$ cat src/rtl/self_attention_mm_ctrl.sv
`default_nettype none
// ============================================================================
// Module : self_attention_mm_ctrl
// Brief  : Tile sequencer for the Qn x Kn^T score matmul (fetch, wrapper ctrl,
//          tile handoff).
// Rev    : 1.0  initial release
// ============================================================================
module self_attention_mm_ctrl #(
  parameter int NUM_CORES_A = 4,
  parameter int NUM_CORES_B = 4,
  parameter int K_STEPS     = 8,
  parameter int ADDR_A_W    = $clog2(NUM_CORES_A*K_STEPS),
  parameter int ADDR_B_W    = $clog2(NUM_CORES_B*K_STEPS)
) (
  input  logic                           clk,
  input  logic                           rst_n,
  input  logic                           start,
  input  logic                           abort,
  output logic                           busy,
  output logic                           done,
  output logic                           protocol_err,
  output logic                           rd_en,
  output logic [ADDR_A_W-1:0]            addr_a,
  output logic [ADDR_B_W-1:0]            addr_b,
  output logic                           mm_en,
  output logic                           mm_reset_acc,
  input  logic                           acc_done_wrap,
  input  logic                           systolic_finish_wrap,
  output logic                           tile_valid,
  input  logic                           tile_ready,
  output logic [$clog2(NUM_CORES_A)-1:0] tile_row,
  output logic [$clog2(NUM_CORES_B)-1:0] tile_col
);

  localparam int c_row_w = $clog2(NUM_CORES_A);
  localparam int c_col_w = $clog2(NUM_CORES_B);
  localparam int c_k_w   = (K_STEPS > 1) ? $clog2(K_STEPS) : 1;

  typedef enum logic [2:0] {
    S_IDLE    = 3'd0,
    S_CLEAR   = 3'd1,
    S_FETCH   = 3'd2,
    S_COMPUTE = 3'd3,
    S_DRAIN   = 3'd4,
    S_OUTPUT  = 3'd5,
    S_DONE    = 3'd6
  } state_t;

  state_t             r_state;
  logic [c_row_w-1:0] r_row;
  logic [c_col_w-1:0] r_col;
  logic [c_k_w-1:0]   r_k;
  logic               r_err;

  logic w_last_k;
  logic w_last_col;
  logic w_last_row;
  logic w_wrap_err;

  assign w_last_k   = (r_k == c_k_w'(K_STEPS-1));
  assign w_last_col = (r_col == c_col_w'(NUM_CORES_B-1));
  assign w_last_row = (r_row == c_row_w'(NUM_CORES_A-1));
  // Wrapper pulses are only legal in the state that waits for them.
  assign w_wrap_err = (acc_done_wrap && (r_state != S_COMPUTE)) ||
                      (systolic_finish_wrap && (r_state != S_DRAIN));

  always_ff @(posedge clk or negedge rst_n) begin
    if (!rst_n) begin
      r_state <= S_IDLE;
      r_row   <= '0;
      r_col   <= '0;
      r_k     <= '0;
      r_err   <= 1'b0;
    end else begin
      if (r_state == S_IDLE) begin
        r_row <= '0;
        r_col <= '0;
        r_k   <= '0;
        if (start && !abort) begin
          r_state <= S_CLEAR;
          r_err   <= 1'b0;
        end
      end else if (abort) begin
        r_state <= S_IDLE;
        r_row   <= '0;
        r_col   <= '0;
        r_k     <= '0;
      end else begin
        case (r_state)
          S_CLEAR: r_state <= S_FETCH;
          S_FETCH: r_state <= S_COMPUTE;
          S_COMPUTE: begin
            if (acc_done_wrap) begin
              if (w_last_k) begin
                r_k     <= '0;
                r_state <= S_DRAIN;
              end else begin
                r_k     <= r_k + 1'b1;
                r_state <= S_FETCH;
              end
            end
          end
          S_DRAIN: begin
            if (systolic_finish_wrap) r_state <= S_OUTPUT;
          end
          S_OUTPUT: begin
            // Column index advances fastest; the pass ends after the last row.
            if (tile_ready) begin
              if (w_last_col) begin
                r_col <= '0;
                if (w_last_row) begin
                  r_row   <= '0;
                  r_state <= S_DONE;
                end else begin
                  r_row   <= r_row + 1'b1;
                  r_state <= S_CLEAR;
                end
              end else begin
                r_col   <= r_col + 1'b1;
                r_state <= S_CLEAR;
              end
            end
          end
          S_DONE:  r_state <= S_IDLE;
          default: r_state <= S_IDLE;
        endcase
      end
      if (w_wrap_err) r_err <= 1'b1;
    end
  end

  assign busy         = (r_state != S_IDLE);
  assign done         = (r_state == S_DONE);
  assign protocol_err = r_err;
  assign rd_en        = (r_state == S_FETCH);
  assign mm_reset_acc = (r_state == S_CLEAR);
  assign mm_en        = (r_state == S_COMPUTE) || (r_state == S_DRAIN);
  assign tile_valid   = (r_state == S_OUTPUT);
  assign tile_row     = r_row;
  assign tile_col     = r_col;
  assign addr_a       = ADDR_A_W'(r_row) * ADDR_A_W'(K_STEPS) + ADDR_A_W'(r_k);
  assign addr_b       = ADDR_B_W'(r_col) * ADDR_B_W'(K_STEPS) + ADDR_B_W'(r_k);

endmodule
`default_nettype wire

$ cat config.mk
export PLATFORM = sky130hd
export DESIGN_NAME = self_attention_mm_ctrl
export DESIGN_NICKNAME = d
export VERILOG_FILES = /design/src/rtl/self_attention_mm_ctrl.sv
export SDC_FILE = /design/constraint.sdc
export NUM_CORES = 1
export LEC_CHECK = 0
export ABC_AREA = 1
export BUFFER_PORTS_ARGS = -buffer_cell sky130_fd_sc_hd__clkbuf_2
export CAP_MARGIN = 15
export CORE_MARGIN = 5
export CORE_UTILIZATION = 30
export CTS_CLUSTER_SIZE = 12
export DETAILED_ROUTE_END_ITERATION = 8
export GPL_TIMING_DRIVEN = 0
export PLACE_DENSITY = 0.49
export RECOVER_POWER = 50
export SLEW_MARGIN = 20
export SYNTH_ARGS = -nofsm -noshare
export SYNTH_HDL_FRONTEND = slang
export SYNTH_SLANG_ARGS = --single-unit
$ cat constraint.sdc
create_clock -name clk -period 1.98 [get_ports clk]
set_clock_uncertainty 0.2 [all_clocks]
set_input_delay 0.099 -clock clk [delete_from_list [all_inputs] [get_ports clk]]
set_output_delay 0.099 -clock clk [all_outputs]
set_load 0.01 [all_outputs]
==> key figures <==
Global routing
  • Overall routing resource usage: 0.110
  • Vias in the first global route: 795
  • Grt ovf: 0
  • First-pass GRT wire length: 3480 µm
  • Initial antenna violation count: 0
  • Largest net degree at the start of global routing: 12

Route
  • Drt first-iter violations: 21
  • Drt total wl: ~2000 µm
  • Drt drc: 0
  • Detailed Routing Iterations Pass 1: 4
  • Avg WL per Cell: 11.5 µm
  • Via density: approximately 4.6
  • Via count: slightly above 800
  • Antenna-violating nets left: 0

Final layout
  • Diodes inserted: 0
  • Final cell count without fillers: 174
  • Util after Layout: 0.397
  • Nets: 155
  • Layout cells sized above 1: 0.322
  • Commonest non-fill, non-tap cells in the layout: nand2_1 (24), clkbuf_2 (16), clkbuf_1 (12)
  • Layout area overhead: 29.9%
  • Commonest non-fill, non-tap cell in the layout: nand2_1

Floorplan
  • Core area: 2710 µm²
  • Num ports: 28
  • Die ar.: 3910 µm²
  • Height of the die: 62.5 µm
  • Initial Util: 0.306
  • Die Width: 62.5 µm
  • Cell Rows: 19

Worst setup path
  • Setup CP Type: in2reg
  • Crit Path Max Fanout: 5
  • Most frequent CP cell: nand2_1
  • Crit path largest cell delay: 0.55 ns
  • Cell family with most CP delay: buffers and inverters
  • Slowest-stage cell, CP: dlygate4sd3_1
  • Worst Path Buf+Inv: 3
  • Cells along the critical path: dlygate4sd3_1 -> clkbuf_2 -> nor2_1 -> dlygate4sd3_1 -> nand2_1 -> nand2_1 -> nor2_2 -> nand3_1 -> nand2_1
  • Worst setup SP type: input pin
  • Worst EP arrival: around 1.9 ns
  • WP data required: 2.00 ns
  • Critical Path End Type: flip-flop

Logic synthesis
  • Flops & latches, synth: 11
  • Syn Std Cell Area: 828 µm²
  • Post-synth top area cell: dfrtp_1
  • Synthesized instance count: 106
  • Syn avg cell area: 7.81 µm²
  • Library cells used by synthesis: 25
  • Seq/Total Area, Yosys: 0.332
  • Synthesized Nets: 117
  • Yosys warns: 0
  • Synth top area share: 0.332
  • Top cells by area, synth: dfrtp_1 (33%), nand2_1 (11%), buf_4 (6.3%)

Clock network
  • Clock Path Buffers: 2
  • Clock Sinks: 11
  • Clock transition at the registers of the reported paths: 0.08 ns
  • Clock Latency Late Sink: 0.28 ns
  • Post-CTS Setup Bufs: 0
  • CTS tree: built
  • Root Buffer: clkbuf_4
  • CTS Buf Count: 3
  • H-tree levels: 1

Pwr
  • Leakage power: 0.585 nW
  • VDD IR max: 535 µV
  • PwrDens: 900 nW/µm²
  • Design Power: 0.968 mW

Timing
  • Worst-margin pin slew: 0.716 ns
  • Hold Fails Final Rpt: 0
  • Fin crit share: 0.968
  • Max Fclk: roughly 520 MHz
  • Min Tclk post-route: between 1.5 and 2 ns
  • Hold_ws: 0.0496 ns
  • Setup TNS: 0 ns
  • Pins Over Slew Limit: 0
  • RSZ-0062 raised after global routing: false
  • Setup-failing EPs final: 0
  • Worst slew margin: 0.522

Worst hold path
  • Hold Crit Class: in2reg

Placement
  • RePlAce Congestion: 0.863
  • Number of instances in the placed design: 164
  • Detailed placement HPWL: 1570 µm
  • Port bufs: 27

Outcome
  • Status: complete, no violations

Flow run
  • Max cap viols: 0
==> synth_stat cells (all sizes together) <==
| cell | n |
|---|---|
| ha | 4 |
| nand2 | 27 |
| xor2 | 1 |
| o21ai | 10 |
| nor3 | 1 |
| dfrtp | 11 |
| nand3 | 12 |
| o211ai | 1 |
| buf | 9 |
| inv | 13 |
| nand4 | 1 |
| nor2 | 12 |
| a21oi | 2 |
| clkinv | 1 |
| and2 | 1 |
==> where the power goes <==
part / leakage (nW) / total (mW) / internal [mW] / switching, mW
combinational: 0.426 / 0.497 / 0.194 / 0.303
sequential: 0.144 / 0.306 / 0.263 / 0.0436
clock: 0.0150 / 0.164 / 0.0781 / 0.0863
total: 0.585 / 0.968 / 0.535 / 0.433
==> area by class of cell <==
class,count,area (µm²)
fillers,312,1630
well taps,31,38.8
multi-input cells,72,424
flip-flops and latches,11,277
plain buffers,9,75.1
inverters,14,53.8
clock buffers,4,26.3
repair buffers,33,181
==> per-stage QoR <==
stage / setup WS (ns) / area [µm²]
4_1_cts: 0.0951 / 1090
2_1_floorplan: 0.512 / 828
3_5_place_dp: 0.436 / 1000
6_report: 0.0640 / 1080
3_3_place_gp: 0.445 / 1000
5_1_grt: 0.0121 / 1080
==> tightest hold or removal path, cell delays in order <==
cell and delay (ns):
clkbuf_2 0.09, inv_1 0.09, nor2_4 0.06, nand3_1 0.07, o21ai_0 0.08
==> cells by family after synthesis <==
logic type | after synthesis | synth area share
AOI/OAI and AO/OA | 13 | 0.104
xor gates and xnor gates | 1 | 0.0106
adders and majority gates | 4 | 0.0604
buffers and inverters | 23 | 0.156
DFF | 11 | 0.332
and+or+nand+nor | 54 | 0.337
==> repair_timing <==
item | 4_1_cts | 5_1_grt
hold buffers | 6 | 0
setup endpoints to repair | 0 | 1
gates resized for setup | 0 | 3
endpoints found under the hold margin | 15 | 0
==> state kept, by name (all words and copies together) (netlist names) <==
| register | count |
|---|---|
| protocol_err | 1 |
| tile_row | 2 |
| tile_col | 2 |
| r_state | 3 |
| r_k | 3 |
==> path summary, 6_finish.rpt <==
path	startpoint	to	slack, ns	cells past startpoint
min	tile_ready	tile_col[1]	0.05	5
max reg2reg	r_state[0]	protocol_err	0.14	6
max in group asynchronous	rst_n	r_state[1]	0.91	2
min in group asynchronous	rst_n	r_state[2]	0.18	2
min reg2reg	r_k[0]	r_k[0]	0.34	1
max	abort	r_state[1]	0.06	9
==> per-layer routing <==
layer,vias to the layer above,part of all wire,track usage
met2,28,0.50,0.194
met1,366,0.43,0.120
met3,4,0.059,0.0234
met4,0,0.019,0.0637
met5,-,0,0
li1,411,-,-
No activity file was read; power rests on OpenSTA's default activity.
